$ cat src/rtl/bcd_pkg.sv
// Shared types and helpers for the packed-BCD counter.
//   bcd_digit_t : one 4-bit BCD digit
//   BCD_MAX     : largest legal digit value (9)
//   is_bcd()    : 1 when a digit is in 0..9, used to validate parallel loads
package bcd_pkg;

    typedef logic [3:0] bcd_digit_t;

    localparam bcd_digit_t BCD_MAX = 4'd9;

    function automatic logic is_bcd(input bcd_digit_t d);
        return (d <= BCD_MAX);
    endfunction

endpackage

$ cat src/rtl/bcd_digit_step.sv
// One stage of the BCD ripple chain. Computes the next value of a single digit
// and whether the step propagates to the next more-significant digit.
//   d        in  4  current digit value (0..9)
//   up       in  1  1 = increment, 0 = decrement
//   step_in  in  1  this digit moves this cycle (all lower digits at 9 / 0)
//   d_next   out 4  digit value after the step (unchanged when step_in = 0)
//   step_out out 1  carry/borrow into the next digit
module bcd_digit_step
    import bcd_pkg::*;
(
    input  logic [3:0] d,
    input  logic       up,
    input  logic       step_in,
    output logic [3:0] d_next,
    output logic       step_out
);

    logic at_limit;

    // The digit rolls over when it sits at the edge of 0..9 in the count direction.
    assign at_limit = up ? (d == BCD_MAX) : (d == 4'd0);
    assign step_out = step_in & at_limit;

    always_comb begin
        d_next = d;
        if (step_in) begin
            if (up) begin
                d_next = at_limit ? 4'd0 : d + 4'd1;
            end else begin
                d_next = at_limit ? BCD_MAX : d - 4'd1;
            end
        end
    end

endmodule

$ cat src/rtl/bcd_counter.sv
// Registered N-digit packed-BCD up/down counter with synchronous clear,
// validated parallel load, wrap/saturate at the terminal value and a
// terminal-count pulse.
//   clk       in  1            rising-edge clock
//   reset_n   in  1            asynchronous active-low reset
//   clr       in  1            synchronous clear (highest priority)
//   load      in  1            synchronous load of load_val if all digits are BCD
//   load_val  in  4*N_DIGITS   packed BCD load value, digit 0 in [3:0]
//   en        in  1            count enable, one step per cycle
//   up        in  1            1 = increment, 0 = decrement
//   sat       in  1            1 = hold at terminal value, 0 = wrap
//   count     out 4*N_DIGITS   registered packed BCD count
//   tc        out 1            registered pulse: enabled step at terminal value
//   load_err  out 1            registered pulse: load rejected (non-BCD digit)
module bcd_counter
    import bcd_pkg::*;
#(
    parameter int N_DIGITS = 3
) (
    input  logic                  clk,
    input  logic                  reset_n,
    input  logic                  clr,
    input  logic                  load,
    input  logic [4*N_DIGITS-1:0] load_val,
    input  logic                  en,
    input  logic                  up,
    input  logic                  sat,
    output logic [4*N_DIGITS-1:0] count,
    output logic                  tc,
    output logic                  load_err
);

    logic [N_DIGITS:0]       step;
    logic [4*N_DIGITS-1:0]   count_next;
    logic                    terminal;
    logic                    load_ok;

    // Digit 0 always steps; each higher digit steps only when every digit
    // below it is at its rollover value, so step[N_DIGITS] marks all-9s
    // (up) or all-0s (down).
    assign step[0] = 1'b1;

    for (genvar i = 0; i < N_DIGITS; i++) begin : g_digit
        bcd_digit_step u_step (
            .d        (count[4*i +: 4]),
            .up       (up),
            .step_in  (step[i]),
            .d_next   (count_next[4*i +: 4]),
            .step_out (step[i+1])
        );
    end

    assign terminal = step[N_DIGITS];

    always_comb begin
        load_ok = 1'b1;
        for (int i = 0; i < N_DIGITS; i++) begin
            if (!is_bcd(load_val[4*i +: 4])) begin
                load_ok = 1'b0;
            end
        end
    end

    // Priority clr > load > en. At the terminal value the chain's natural
    // next value is already the wrapped one; saturation simply skips the update.
    always_ff @(posedge clk or negedge reset_n) begin
        if (!reset_n) begin
            count    <= '0;
            tc       <= 1'b0;
            load_err <= 1'b0;
        end else if (clr) begin
            count    <= '0;
            tc       <= 1'b0;
            load_err <= 1'b0;
        end else if (load) begin
            tc <= 1'b0;
            if (load_ok) begin
                count    <= load_val;
                load_err <= 1'b0;
            end else begin
                load_err <= 1'b1;
            end
        end else begin
            load_err <= 1'b0;
            if (en) begin
                tc <= terminal;
                if (!(terminal && sat)) begin
                    count <= count_next;
                end
            end else begin
                tc <= 1'b0;
            end
        end
    end

endmodule
$ cat config.mk
export PLATFORM = sky130hd
export DESIGN_NAME = bcd_counter
export DESIGN_NICKNAME = d
export VERILOG_FILES = /design/src/rtl/bcd_pkg.sv /design/src/rtl/bcd_digit_step.sv /design/src/rtl/bcd_counter.sv
export SDC_FILE = /design/constraint.sdc
export NUM_CORES = 1
export LEC_CHECK = 0
export ABC_CLOCK_PERIOD_IN_PS = 3530
export BUFFER_PORTS_ARGS = -buffer_cell sky130_fd_sc_hd__buf_2
export CORE_MARGIN = 1
export CORE_UTILIZATION = 40
export CTS_CLUSTER_DIAMETER = 40
export DETAILED_ROUTE_END_ITERATION = 16
export RECOVER_POWER = 25
export SKIP_LAST_GASP = 1
export SLEW_MARGIN = 15
export SYNTH_ARGS = -nofsm -noshare
export SYNTH_HDL_FRONTEND = slang
export SYNTH_SLANG_ARGS = --single-unit
$ cat constraint.sdc
create_clock -name clk -period 3.53 [get_ports clk]
set_input_delay 0.5295 -clock clk [delete_from_list [all_inputs] [get_ports clk]]
set_output_delay 0.5295 -clock clk [all_outputs]
set_load 0.005 [all_outputs]
Word level (Yosys, flattened, before mapping). Cells that the tools add are included.

Reduce and logical (&&, ||, !) cells: 10. Add/sub/neg operators: 6. Multiplexer cells: 28. Bitwise logic cells: 2. Equality and inequality tests: 5. $lt $le $gt $ge: 3.

Operator list (number): $mux W12 (5); $mux W4 (11); $add A4 B1 Y4 const B (3); $eq A4 B4 Y1 const B (3); $le A4 B4 Y1 const B (3); $logic_not A4 Y1 (3); $mux W1 (12); $sub A4 B1 Y4 const B (3); $reduce_bool A3 Y1 (3); $reduce_and A4 Y1 (2); $ne A3 B2 Y1 const B (1); $ne A3 B3 Y1 const B (1); $reduce_and A3 Y1 (1); $and A1 B1 Y1 (2); $logic_and A1 B1 Y1 (1).

Output and inout bits: 14. Register bits after elaboration: 14. Logic and storage cells: 59. Input port bits: 19.

Longest topological paths before layout. Gate-level depths: netlist (run 1).

Word-level depth: 9. Mapped depth: 7. Depth with buffers taken out: 7.

Hierarchy. From an unflattened synthesis (run 1), not the netlist that was laid out.

Cell total of the unflattened synthesis: 181. Area total of the unflattened synthesis: 1536.5 µm².

By module, submodules not included: bcd_digit_step (cells an instance 38, area an instance 262.8 µm², times used 3); bcd_counter (cells an instance 67, area an instance 748.2 µm², times used 1).

Least setup slack after synthesis (run 1). No wires, ideal clock.

Kind: register to register. Start point: register count[8]. End point: register count[10]. Data arrival time: 2.054 ns. Path slack: 1.352 ns. Library setup time: 0.125 ns. Buffers on the path: 0. Stages on the path, launching flop included: 8. Cell sequence: dfrtp_1 -> inv_1 -> ha_1 -> or4b_2 -> nand2_2 -> a41oi_4 -> o211ai_2 -> mux2_2.

Longest elaborated chain between the ends: 9. Elaborated cells between the ends (all ways): 17. Classes of those cells: 2 x add/sub; 2 x eq/ne; 9 x mux; 1 x bitwise; 3 x reduce/logical.

RTL lines: start, declared (line bcd_counter.sv:28) `output logic [4*N_DIGITS-1:0] count,`; start signal, assigned (line bcd_counter.sv:78) `count <= load_val;`; start signal, assigned (line bcd_counter.sv:88) `count <= count_next;`; parallel branches: the longest is 9 deep, another holds $sub A4 B1 Y4.

Parallel ways; which one is timed is not known. The select of a mux whose other input is x is not followed. A chain may end at the register's enable or synchronous reset.

Final worst setup path (run 1).
Start point: register count[8]. End point: register count[9].

The elaborated chain is that of the path after synthesis.

==> results of run 1 <==
metrics by stage:
stage          std cells  setup WS [ns]  utilization
2_1_floorplan        149           1.35            -
5_1_grt              220           1.07        0.494
3_5_place_dp         217           1.10        0.487
6_report             220           1.19        0.494
4_1_cts              220           1.19        0.494
3_3_place_gp         217           1.13        0.487
power by group through the flow:
| stage | Clock, mW | Combinational, mW | Sequential [mW] |
|---|---|---|---|
| final | 0.0915 | 0.312 | 0.247 |
| after global routing | 0.101 | 0.348 | 0.255 |
| after CTS | 0.0950 | 0.314 | 0.247 |
| after detailed placement | 0 | 0.310 | 0.250 |
| after global placement | 0 | 0.305 | 0.248 |
| after floorplan | 0 | 0.240 | 0.230 |
worst max path at each step:
stage                  start        end  slack (ns)
floorplan           count[8]  count[10]        1.35
global placement          up   count[8]        1.13
detailed placement        up   count[9]        1.10
CTS                 count[8]   count[9]        1.19
global route        count[8]   count[8]        1.07
finish              count[8]   count[9]        1.19
critical path, stage by stage (launching register included):
cell and delay (ns):
sky130_fd_sc_hd__dfrtp_1 0.47, sky130_fd_sc_hd__inv_1 0.11, sky130_fd_sc_hd__ha_1 0.18, sky130_fd_sc_hd__or4b_2 0.62, sky130_fd_sc_hd__nand2_2 0.14, sky130_fd_sc_hd__a41oi_4 0.17
sky130_fd_sc_hd__o211ai_2 0.17, sky130_fd_sc_hd__mux2_2 0.37
cells by family (layout without fill, tap and decap cells):
kind of cell / Yosys count / after routing / synth area share
xor gates and xnor gates: 6 / 6 / 0.0386
muxes: 15 / 15 / 0.119
DFF: 14 / 14 / 0.257
adders and majority gates: 9 / 9 / 0.0826
AOI/OAI and AO/OA: 32 / 32 / 0.202
buffers and inverters: 19 / 46 / 0.0606
and+or+nand+nor: 54 / 54 / 0.240
sequential cells by signal (all words and copies together), names as in the netlist:
name and cells:
count 12, load_err 1, tc 1
layout make-up:
cell class | count | area [µm²] | area share
timing repair buffer | 32 | 159 | 0.102
sequential | 14 | 350 | 0.225
clock buffer | 3 | 22.5 | 0.0145
tap | 44 | 55.1 | 0.0353
inverter | 11 | 41.3 | 0.0265
multi-input combinational | 116 | 930 | 0.597
per-layer routing:
metal,GRT usage,part of all wire,vias up,routed length [µm]
met2,0.289,0.47,44,1550
met5,0,0,-,0
met4,0.0831,0.012,0,41
met1,0.295,0.46,597,1520
met3,0.0320,0.055,4,180
li1,-,-,605,-
layout by cell type, fill, tap and decap left out, types with 3 or more instances in the layout:
cell,instances
sky130_fd_sc_hd__ha_1,9
sky130_fd_sc_hd__nand2_1,9
sky130_fd_sc_hd__mux2i_1,5
sky130_fd_sc_hd__dfrtp_1,14
sky130_fd_sc_hd__buf_2,31
sky130_fd_sc_hd__clkbuf_4,3
sky130_fd_sc_hd__nand3_1,6
sky130_fd_sc_hd__inv_1,11
sky130_fd_sc_hd__nor2_1,9
sky130_fd_sc_hd__or3_1,4
sky130_fd_sc_hd__mux2_2,10
sky130_fd_sc_hd__xnor2_1,3
sky130_fd_sc_hd__a21oi_1,8
sky130_fd_sc_hd__nor3_1,5
sky130_fd_sc_hd__xor2_1,3
==> insert_results.sql, run 1 <==
INSERT INTO impl_metrics (metric_group, metric, value, unit) VALUES
('placed_design', 'hpwl', '2.45', 'mm'),
('global_route', 'vias_in_the_first_global_route', '1130', ''),
('floorplan', 'core_area', '0.00315', 'mm²'),
('setup_path', 'worstRegToRegCells', '7', ''),
('detailed_routing', 'detail_route.drc_violations', '0', ''),
('timing', 'setup-tns-final', '0', 'ns'),
('flow_run', 'cap_viol_max_count', '0', ''),
('clock_tree', 'postCtsSetupRepairBufs', '0', ''),
('floorplan', 'design.portCount', '33', ''),
('timing', 'timing.fmax', '0.427', 'GHz'),
('clock_tree', 'clock_input_transition_at_the_sequential_cells_of_the_worst_setup_and_hold_paths', '0.09', 'ns'),
('clock_tree', 'ctsHoldBuffers', '0', ''),
('timing', 'grt_setup_unrepaired', 'no', ''),
('clock_tree', 'clock_latency', '0.28', 'ns'),
('placed_design', 'placement.io_buffers', '32', ''),
('timing', 'final-setup-viol-count', '0', ''),
('setup_path', 'cp_data_required_time', '3.70', 'ns'),
('finish', 'area_delta_synth_final', '14.3', '%'),
('synth', 'top_reg_cell_synth', 'sky130_fd_sc_hd__dfrtp_1', ''),
('detailed_routing', 'first_pass_iters', '4', ''),
('timing', 'post-route-min-period', '2.34', 'ns'),
('floorplan', 'start_util', '0.432', ''),
('outcome', 'outcome', 'completed', ''),
('timing', 'drv_slew', '0', ''),
('synth', 'synth.net_count', '177', ''),
('setup_path', 'reg2reg_to', 'count[9]', ''),
('synth', 'synth.yosys.seq_area_share', '0.257', ''),
('placed_design', 'gpl.final_weighted_congestion', '0.816', ''),
('setup_path', 'data_arrival_time_of_the_critical_path', '2.51', 'ns'),
('synth', 'synthDominantCellAreaShare', '0.257', ''),
('synth', 'yosysMostFrequentCell', 'sky130_fd_sc_hd__dfrtp_1', ''),
('detailed_routing', 'ant_nets', '0', ''),
('detailed_routing', 'wirelength', '3.29', 'mm'),
('global_route', 'grt_antenna_before_repair', '0', ''),
('synth', 'synth_commonest_cells', 'sky130_fd_sc_hd__dfrtp_1, sky130_fd_sc_hd__inv_1, sky130_fd_sc_hd__mux2_2', ''),
('detailed_routing', 'detail_route.iter0.violations', '51', ''),
('global_route', 'gr_util_all_layers', '0.200', ''),
('pwr', 'design_power_total', '650', 'µW'),
('floorplan', 'die_width', '60.4', 'µm'),
('timing', 'post-route-period-util', '0.663', ''),
('clock_tree', 'clock_tree.buffer_depth', '2', ''),
('synth', 'synth_largest_area_cell', 'sky130_fd_sc_hd__dfrtp_1', ''),
('setup_path', 'timing.reg2reg.setup_slack', '1.19', 'ns'),
('worst_hold_path', 'min_path_type', 'in2async', ''),
('placed_design', 'placed_cell_area', '0.00154', 'mm²'),
('clock_tree', 'htree_levels', '1', ''),
('synth', 'yosys_warnings', '0', ''),
('finish', 'nFillCells', '323', ''),
('pwr', 'cellInternalPower', '389', 'µW'),
('pwr', 'p_leak', '0.729', 'nW'),
('synth', 'syn-mean-instance-area', '9.14', 'µm²'),
('setup_path', 'critPathCaptureType', 'flop', ''),
('floorplan', 'core.rowCount', '20', ''),
('synth', 'netlist_area', '0.00136', 'mm²'),
('pwr', 'power_frac_seq', '0.380', ''),
('synth', 'postSynth.asyncResetShare', '1.00', ''),
('detailed_routing', 'vias', '1250', ''),
('timing', 'timing_hold_violations_final', '0', ''),
('pwr', 'power.share.switching', '0.402', ''),
('pwr', 'power-per-cell-area', '417', 'mW/mm²'),
('setup_path', 'critical_path.startpoint_type', 'flop', ''),
('pwr', 'total_switching_power', '262', 'µW'),
('timing', 'tightestPinTransition', '0.824', 'ns'),
('synth', 'synth-seq-cells', '14', ''),
('clock_tree', 'ctsRootBufferMaster', 'sky130_fd_sc_hd__clkbuf_4', ''),
('timing', 'max_slew_margin', '0.451', ''),
('pwr', 'clkPwrFrac', '0.141', ''),
('finish', 'num-nets-final', '206', ''),
('global_route', 'grt_max_degree', '24', ''),
('global_route', 'grt_first_pass_wirelength', '5.35', 'mm'),
('finish', 'post_route_cells_drive_above_1_share', '0.335', '');
(Power assumes the default switching activity.)
==> run 2: changes to the inputs <==
--- a/config.mk
+++ b/config.mk
@@ -5,7 +5,7 @@
 export SDC_FILE = /design/constraint.sdc
 export NUM_CORES = 1
 export LEC_CHECK = 0
-export ABC_CLOCK_PERIOD_IN_PS = 3530
+export ABC_CLOCK_PERIOD_IN_PS = 2350
 export BUFFER_PORTS_ARGS = -buffer_cell sky130_fd_sc_hd__buf_2
 export CORE_MARGIN = 1
 export CORE_UTILIZATION = 40
==> constraint.sdc (replaced) <==
create_clock -name clk -period 2.35 [get_ports clk]
set_input_delay 0.3525 -clock clk [delete_from_list [all_inputs] [get_ports clk]]
set_output_delay 0.3525 -clock clk [all_outputs]
set_load 0.005 [all_outputs]
==> run 2 against run 1 <==
Combinational power is 79% higher. Largest cell class unchanged. Fmax is 4.6% higher. Total power is 59% higher. Critical path type unchanged. Sequential share of layout area is 1.2 points lower. Highest routed layer unchanged. Wire length is 2.9% higher. Count of clock-buffer cells in the layout stayed put. Register-to-register slack worse by 1.1 ns. Worst setup slack worse by 1.1 ns.
==> insert_results.sql, run 2 (same netlist as run 1, synthesis figures left out) <==
INSERT INTO impl_metrics (metric_group, metric, value, unit) VALUES
('detailed_routing', 'first_pass_iters', '4', ''),
('pwr', 'p_leak', '0.782', 'nW'),
('timing', 'setup-tns-final', '0', 'ns'),
('setup_path', 'critPathCaptureType', 'flop', ''),
('outcome', 'outcome', 'completed', ''),
('setup_path', 'timing.reg2reg.setup_slack', '0.11', 'ns'),
('setup_path', 'cp_data_required_time', '2.52', 'ns'),
('timing', 'post-route-min-period', '2.24', 'ns'),
('detailed_routing', 'wirelength', '3.39', 'mm'),
('clock_tree', 'clock_tree.buffer_depth', '2', ''),
('floorplan', 'design.portCount', '33', ''),
('finish', 'num-nets-final', '216', ''),
('clock_tree', 'clock-sinks', '14', ''),
('global_route', 'global_route.usage.met1', '0.303', ''),
('finish', 'largest_registers', 'count: 12 flops, load_err: 1 flops, tc: 1 flops', ''),
('global_route', 'grt_use_met2', '0.323', ''),
('detailed_routing', 'ant_nets', '0', ''),
('timing', 'tightestPinTransition', '0.830', 'ns'),
('global_route', 'grt_antenna_before_repair', '0', ''),
('clock_tree', 'clock_input_transition_at_the_sequential_cells_of_the_worst_setup_and_hold_paths', '0.10', 'ns'),
('worst_hold_path', 'timing.hold.worst.start', 'en', ''),
('floorplan', 'die_y', '60.4', 'µm'),
('setup_path', 'critical_path_peak_fanout', '4', ''),
('setup_path', 'reg2reg_to', 'count[8]', ''),
('finish', 'finalCoreUtilization', '0.522', ''),
('worst_hold_path', 'min_path_type', 'in2reg', ''),
('setup_path', 'critical_path.endpoint', 'count[8]', ''),
('timing', 'grt_setup_unrepaired', 'no', ''),
('global_route', 'globalRoute.busiestLayer', 'met2', ''),
('timing', 'finalClockSkew', '0.0116', 'ns'),
('setup_path', 'cp-startpoint', 'count[5]', ''),
('floorplan', 'die_area', '0.00364', 'mm²'),
('detailed_routing', 'detail_route.drc_violations', '0', ''),
('floorplan', 'core.rowCount', '20', ''),
('global_route', 'grt_first_pass_wirelength', '5.76', 'mm'),
('finish', 'largest-register', 'count', ''),
('finish', 'finalInstanceArea', '0.00165', 'mm²'),
('placed_design', 'hpwl', '2.60', 'mm'),
('finish', 'mostFrequentLayoutCell', 'sky130_fd_sc_hd__buf_2', ''),
('setup_path', 'critical_path.startpoint_type', 'flop', ''),
('timing', 'drv_slew', '0', ''),
('global_route', 'grt_max_degree', '16', ''),
('timing', 'post-route-period-util', '0.952', ''),
('finish', 'post_route_cells_drive_above_1_share', '0.371', ''),
('timing', 'timing_hold_violations_final', '0', ''),
('pwr', 'power.ir.vdd_worst', '0.264', 'mV'),
('pwr', 'power-per-cell-area', '628', 'mW/mm²'),
('detailed_routing', 'detail_route.iter0.violations', '76', ''),
('global_route', 'grt_use_met3', '0.0128', ''),
('floorplan', 'die_width', '60.4', 'µm'),
('finish', 'largest_register_ffs', '12', ''),
('placed_design', 'number_of_placed_cells_counting_well_taps', '226', ''),
('detailed_routing', 'vias', '1258', ''),
('finish', 'num_antenna_cells', '0', ''),
('placed_design', 'placed_cell_area', '0.00160', 'mm²'),
('setup_path', 'startpoint_of_the_worst_register_to_register_path', 'count[5]', ''),
('finish', 'layout.cells.most_common_list', 'sky130_fd_sc_hd__buf_2, sky130_fd_sc_hd__dfrtp_1, sky130_fd_sc_hd__inv_1, sky130_fd_sc_hd__mux2_2', ''),
('global_route', 'vias_in_the_first_global_route', '1264', ''),
('setup_path', 'worstRegToRegCells', '7', ''),
('global_route', 'gr_util_all_layers', '0.208', ''),
('finish', 'non_filler_cells_final', '230', ''),
('floorplan', 'start_util', '0.432', ''),
('timing', 'max_slew_margin', '0.447', ''),
('finish', 'area_delta_synth_final', '20.8', '%'),
('clock_tree', 'cts-buffers-inserted', '3', ''),
('flow_run', 'cap_viol_max_count', '0', ''),
('pwr', 'design_power_total', '1.03', 'mW'),
('detailed_routing', 'via_per_inst', '5.47', ''),
('setup_path', 'worst-setup-path-type', 'reg2reg', ''),
('finish', 'nFillCells', '329', ''),
('detailed_routing', 'routedWlPerCell', '14.7', 'µm'),
('timing', 'timing.fmax', '0.447', 'GHz'),
('clock_tree', 'ctsRootBufferMaster', 'sky130_fd_sc_hd__clkbuf_4', ''),
('timing', 'final-setup-viol-count', '0', ''),
('global_route', 'overflow', '0', ''),
('floorplan', 'core_area', '0.00315', 'mm²'),
('placed_design', 'gpl.final_weighted_congestion', '0.803', ''),
('setup_path', 'data_arrival_time_of_the_critical_path', '2.41', 'ns'),
('clock_tree', 'clock_latency', '0.29', 'ns'),
('placed_design', 'placement.io_buffers', '32', ''),
('clock_tree', 'cts_tree', 'done', ''),
('clock_tree', 'htree_levels', '1', '');
-- run 2: per-layer routing --
metal / vias up / share of wire
met5: - / 0
met1: 600 / 0.49
met4: 0 / 0.016
li1: 627 / -
met2: 24 / 0.47
met3: 7 / 0.025
-- run 2: per-stage QoR --
step / hold WS, ns / worst slack [ns]
6_report: 0.374 / 0.114
5_1_grt: 0.378 / 0.00260
4_1_cts: 0.376 / 0.0365
3_5_place_dp: 0.274 / 0.0759
3_3_place_gp: 0.273 / 0.108
2_1_floorplan: 0.0569 / 0.172
-- run 2: cell type report --
cell class	count	area [µm²]	share of cell area
well taps	44	55.1	0.0334
inverters	11	41.3	0.0251
multi-input cells	116	941	0.571
clock buffers	3	22.5	0.0137
flip-flops and latches	14	350	0.213
repair buffers	42	236	0.144
-- run 2: worst min-delay path by stage --
stage / end / slack, ns / cells after the start
after floorplan: count[0] / 0.06 / 0
after global placement: load_err / 0.27 / 1
after detailed placement: load_err / 0.27 / 1
after CTS: tc / 0.38 / 2
after global routing: tc / 0.38 / 2
final: tc / 0.37 / 2
-- run 2: timing repair --
item	CTS	global route
setup buffers	0	0
hold buffers	1	0
endpoints found under the setup margin	0	10
resized for setup	0	2
endpoints found under the hold margin	14	0
-- run 2: critical path: stages, from the launching register on --
cell and delay, ns:
sky130_fd_sc_hd__dfrtp_1 0.38, sky130_fd_sc_hd__inv_1 0.08, sky130_fd_sc_hd__ha_1 0.21, sky130_fd_sc_hd__or4b_4 0.51
sky130_fd_sc_hd__a2bb2oi_4 0.23, sky130_fd_sc_hd__a41oi_4 0.18, sky130_fd_sc_hd__o211ai_2 0.17, sky130_fd_sc_hd__mux2_2 0.36
-- run 2: power by group --
group	internal (mW)	leakage, nW	total, mW	switching, mW
logic	0.281	0.585	0.559	0.278
registers	0.284	0.183	0.331	0.0475
clock network	0.0595	0.0138	0.144	0.0844
